## config.mk

```make
export PLATFORM = sky130hd
export DESIGN_NAME = lzx_encoder4x2_seq
export DESIGN_NICKNAME = d
export VERILOG_FILES = /design/src/rtl/lzx_enc_pkg.sv /design/src/rtl/lzx_prio_pick.sv /design/src/rtl/lzx_encoder4x2_seq.sv
export SDC_FILE = /design/constraint.sdc
export NUM_CORES = 1
export LEC_CHECK = 0
export CAP_MARGIN = 20
export CORE_AREA = 2 2 39 41
export DETAILED_ROUTE_END_ITERATION = 16
export DIE_AREA = 0 0 41 43
export PLACE_DENSITY = 0.72
export SLEW_MARGIN = 20
export SYNTH_ARGS = -nofsm -noshare
export SYNTH_HDL_FRONTEND = slang
export SYNTH_SLANG_ARGS = --single-unit
```

## constraint.sdc

```tcl
create_clock -name clk -period 2.46 [get_ports clk]
set_input_delay 0.615 -clock clk [delete_from_list [all_inputs] [get_ports clk]]
set_output_delay 0.615 -clock clk [all_outputs]
set_load 0.02 [all_outputs]
```

## src/rtl/lzx_enc_pkg.sv

```systemverilog
// Shared types and constants for the 4-to-2 sequential request encoder.
package lzx_enc_pkg;

  localparam int LZX_NREQ  = 4;
  localparam int LZX_CODEW = 2;

  typedef enum logic {
    IDLE  = 1'b0,
    SERVE = 1'b1
  } state_t;

  function automatic logic multi_req(input logic [LZX_NREQ-1:0] req);
    int cnt;
    cnt = 0;
    for (int i = 0; i < LZX_NREQ; i++) begin
      cnt = cnt + int'(req[i]);
    end
    return cnt > 1;
  endfunction

endpackage

```

## src/rtl/lzx_prio_pick.sv

```systemverilog
// Combinational picker: first set request at or after ptr, searching cyclically.
// With ptr tied to 0 this is plain lowest-index-wins priority.
module lzx_prio_pick
  import lzx_enc_pkg::*;
(
  input  logic [LZX_NREQ-1:0]  pend,
  input  logic [LZX_CODEW-1:0] ptr,
  output logic [LZX_CODEW-1:0] idx,
  output logic                 any
);

  logic [LZX_CODEW-1:0] cand;

  // Scan from the farthest offset down so the nearest hit is the one kept.
  always_comb begin
    idx  = '0;
    any  = 1'b0;
    cand = '0;
    for (int k = LZX_NREQ - 1; k >= 0; k--) begin
      cand = ptr + LZX_CODEW'(k);
      if (pend[cand]) begin
        idx = cand;
        any = 1'b1;
      end
    end
  end

endmodule

```

## src/rtl/lzx_encoder4x2_seq.sv

```systemverilog
// Captures active-low requests and issues one registered 2-bit code per request under valid/ack.
// Define LZX_ENC_RR_EN for round-robin pick order; otherwise lowest index wins.
module lzx_encoder4x2_seq
  import lzx_enc_pkg::*;
(
  input  logic                clk,
  input  logic                rst,
  input  logic                en,
  input  logic [LZX_NREQ-1:0] y,
  input  logic                ack,
  output logic                a,
  output logic                b,
  output logic                valid,
  output logic                multi
);

  state_t               state_q, state_d;
  logic [LZX_NREQ-1:0]  pend_q, pend_d;
  logic [LZX_CODEW-1:0] code_q, code_d;
  logic                 valid_q, valid_d;
  logic                 multi_q, multi_d;

  logic [LZX_NREQ-1:0]  pend_clr;
  logic [LZX_NREQ-1:0]  pick_in;
  logic [LZX_CODEW-1:0] pick_ptr;
  logic [LZX_CODEW-1:0] pick_idx;
  logic                 pick_any;

`ifdef LZX_ENC_RR_EN
  logic [LZX_CODEW-1:0] ptr_q, ptr_d;

  // After an ack the search resumes just past the index being granted now.
  assign pick_ptr = (state_q == SERVE) ? code_q + 1'b1 : ptr_q;
`else
  assign pick_ptr = '0;
`endif

  assign pend_clr = pend_q & ~(LZX_NREQ'(1) << code_q);
  assign pick_in  = (state_q == IDLE) ? ~y : pend_clr;

  lzx_prio_pick u_pick (
    .pend (pick_in),
    .ptr  (pick_ptr),
    .idx  (pick_idx),
    .any  (pick_any)
  );

  always_comb begin
    state_d = state_q;
    pend_d  = pend_q;
    code_d  = code_q;
    valid_d = valid_q;
    multi_d = multi_q;
`ifdef LZX_ENC_RR_EN
    ptr_d   = ptr_q;
`endif
    case (state_q)
      IDLE: begin
        valid_d = 1'b0;
        if (en && (~y != '0)) begin
          pend_d  = ~y;
          multi_d = multi_req(~y);
          code_d  = pick_idx;
          valid_d = 1'b1;
          state_d = SERVE;
        end
      end
      SERVE: begin
        if (!en) begin
          pend_d  = '0;
          multi_d = 1'b0;
          valid_d = 1'b0;
          state_d = IDLE;
        end else if (ack) begin
          pend_d = pend_clr;
`ifdef LZX_ENC_RR_EN
          ptr_d  = code_q + 1'b1;
`endif
          if (pick_any) begin
            code_d = pick_idx;
          end else begin
            valid_d = 1'b0;
            state_d = IDLE;
          end
        end
      end
      default: begin
        state_d = IDLE;
      end
    endcase
  end

  always_ff @(posedge clk) begin
    if (rst) begin
      state_q <= IDLE;
      pend_q  <= '0;
      code_q  <= '0;
      valid_q <= 1'b0;
      multi_q <= 1'b0;
`ifdef LZX_ENC_RR_EN
      ptr_q   <= '0;
`endif
    end else begin
      state_q <= state_d;
      pend_q  <= pend_d;
      code_q  <= code_d;
      valid_q <= valid_d;
      multi_q <= multi_d;
`ifdef LZX_ENC_RR_EN
      ptr_q   <= ptr_d;
`endif
    end
  end

  assign a     = code_q[1];
  assign b     = code_q[0];
  assign valid = valid_q;
  assign multi = multi_q;

endmodule
```

==> impl_metrics.json <==
{
  "syn_nets": 83,
  "place.gp.congestion": 0.821,
  "cts-root-buf": "clkbuf_4",
  "diodes": 0,
  "drtIter0Drc": 6,
  "ys_warn_count": 0,
  "post_cts_buffers": 0,
  "avgViaCountPerCell": 5.75,
  "tightest_slew_ns": 0.547,
  "cts_inserted_buffers": 3,
  "p_int_mw": 0.267,
  "io_pins": 12,
  "clkPwrFrac_pct": 31.1,
  "synth_edf_count": 0,
  "die_w_um": 41,
  "grt.total_usage_pct": 21.3,
  "ys.flop_type": "dfxtp_1",
  "port_buffers": 11,
  "synth_seq_cells": 9,
  "fin_crit_sh_pct": 82.6,
  "core_area_sq_mm": 0.00138,
  "finalCriticalPeriod_ns": 2.03,
  "setup_viol": 0,
  "pwr-share-comb_pct": 24.7,
  "fmax_ghz": 0.492,
  "ant_nets": 0,
  "synth_top_area_cell": "dfxtp_1",
  "swShare_pct": 31.7,
  "overflow": 0,
  "start_util_pct": 43.6,
  "synth_area_leaders": "dfxtp_1, a21oi_1, o21ai_0, nor2_1, nand2b_1",
  "drive_above_1_share_pct": 12.9,
  "ir_drop_mv": 0.235,
  "syn_avg_cell_area_sq_um": 8.26,
  "numClockSinks": 9,
  "htree_levels": 1,
  "hpwl_um": 997,
  "power_density_mw_per_mm2": 531,
  "clk_latency_ns": 0.27,
  "cp-start-kind": "input pin",
  "cp_max_fo": 9,
  "dieArea_sq_mm": 0.00176,
  "grt_antenna_before_repair": 0,
  "drv_cap": 0,
  "crit_required_ns": 2.60,
  "grt_pass1_vias": 578,
  "cellLeakagePower_nw": 0.255,
  "fin_skew_ns": 0.000535,
  "finalPower_mw": 0.391,
  "endpoint_kind": "flip-flop",
  "share_seq_of_total_power_pct": 44.3,
  "firstDrtPassIters": 4,
  "holdBufCountCts": 0,
  "synth_cell_types": 34,
  "setup_tns_ns": 0,
  "rsz0062_at_grt": "no",
  "ctsResizeCount": 0,
  "fillers": 148,
  "status": "complete, no violations",
  "synthCells": 73,
  "clockBufferDepth": 2,
  "vias": 581,
  "path_clk_slew_ns": 0.06,
  "synth_area_sq_um": 603,
  "syn_to_final_growth_pct": 22.2,
  "grt_pass1_wl_mm": 2.50,
  "yosysSeqAreaShare_pct": 29.9,
  "crit_arrival_ns": 2.17,
  "max_slew_margin_pct": 63.5,
  "p_sw_mw": 0.124,
  "finalHoldViolations": 0,
  "wl_per_cell_um": 14.2,
  "grt_max_degree": 17,
  "worstSetupPathType": "input pin to flip-flop",
  "slew_viol_final": 0,
  "fp-row-count": 14,
  "die_h_um": 43,
  "critPathSlowestCell": "clkdlybuf4s50_1",
  "yosysTopAreaCellShare_pct": 29.9,
  "critical-path-max-stage-delay_ns": 0.52,
  "wl_mm": 1.43,
  "nets": 96,
  "tritoncts": "yes",
  "synthArstFlopShare_pct": 0,
  "drc": 0,
  "path_cells": "clkdlybuf4s50_1 -> ha_1 -> nand3_1 -> nand3_2 -> a21boi_2 -> o21ai_0 -> a21oi_1",
  "hp-class": "flip-flop to flip-flop"
}
-- power by group through the flow --
stage / combinational [mW] / sequential (mW) / clock [mW]
after floorplan: 0.0627 / 0.174 / 0
after global placement: 0.0943 / 0.176 / 0
after detailed placement: 0.0952 / 0.176 / 0
after CTS: 0.0967 / 0.173 / 0.123
after global routing: 0.107 / 0.175 / 0.135
final: 0.0965 / 0.173 / 0.122
-- cell usage after synthesis (2+ instances only) --
library cell	instances
nand2_1	4
dfxtp_1	9
a31oi_1	2
nor2_1	8
nor2b_1	4
nand2b_1	4
a21oi_1	7
o21ai_0	7
or3_1	2
or2_2	2
-- final timing paths --
check	startpoint	slack [ns]	end	depth (start not counted)
worst max-delay path	y[0]	0.43	pend_q[3]	7
worst min register to register	valid	0.49	valid	1
worst min-delay path	valid	0.49	valid	1
worst max register to register	state_q	0.75	valid	5
-- cells by family (layout without fill, tap and decap cells) --
group                    Yosys count  after routing  share of synthesized area, %
buffers and inverters              4             16                          4.36
flip-flops                         9              9                          29.9
adder cells (fa/ha/maj)            2              2                          5.39
AO/OA/AOI/OAI                     26             26                          29.3
multiplexers                       2              2                          3.53
AND/OR/NAND/NOR                   30             30                          27.6
-- state kept, by name, indices dropped and copies added, names as in the netlist --
signal and flops:
multi 1, state_q 1, code_q 2, valid 1
pend_q 4
-- area by class of cell --
| cell class | instances | area [sq um] | area share, % |
|---|---|---|---|
| Tap cell | 16 | 20.0 | 2.72 |
| Sequential cell | 9 | 180 | 24.4 |
| Multi-Input combinational cell | 60 | 397 | 53.8 |
| Clock buffer | 4 | 26.3 | 3.57 |
| Inverter | 1 | 3.75 | 0.509 |
| Timing Repair Buffer | 11 | 110 | 14.9 |
-- cell usage in the layout, fill, tap and decap left out, types with 2 or more instances in the layout --
master,count
a31oi_1,2
clkbuf_4,3
a21oi_1,7
nand2_1,4
clkdlybuf4s50_1,11
dfxtp_1,9
o21ai_0,7
or3_1,2
or2_2,2
nor2b_1,4
nand2b_1,4
nor2_1,8
-- worst max-delay path, delay by kind of cell --
kind                       cells  cell delay, ns
AOI/OAI and AO/OA              3            0.51
buffers and inverters          1            0.52
adders and majority gates      1            0.25
and+or+nand+nor                2            0.28
-- per-layer routing --
layer	global-route usage (%)	share of wire, %
met2	29.7	44
met1	28.1	47
met3	4.71	4.0
met5	0	0
met4	14.0	4.5
-- stage by stage --
stage | util (%) | setup slack (ns) | std cells | instance area (sq um) | hold WS [ns]
6_report | 53.3 | 0.428 | 101 | 737 | 0.487
5_1_grt | 53.3 | 0.306 | 101 | 737 | 0.509
4_1_cts | 53.3 | 0.434 | 101 | 737 | 0.492
3_5_place_dp | 51.4 | 0.157 | 97 | 711 | 0.468
3_3_place_gp | 51.4 | 0.170 | 97 | 711 | 0.475
2_1_floorplan | - | 0.897 | 73 | 603 | 0.462
Note: power is estimated with default switching activity, not from simulation.
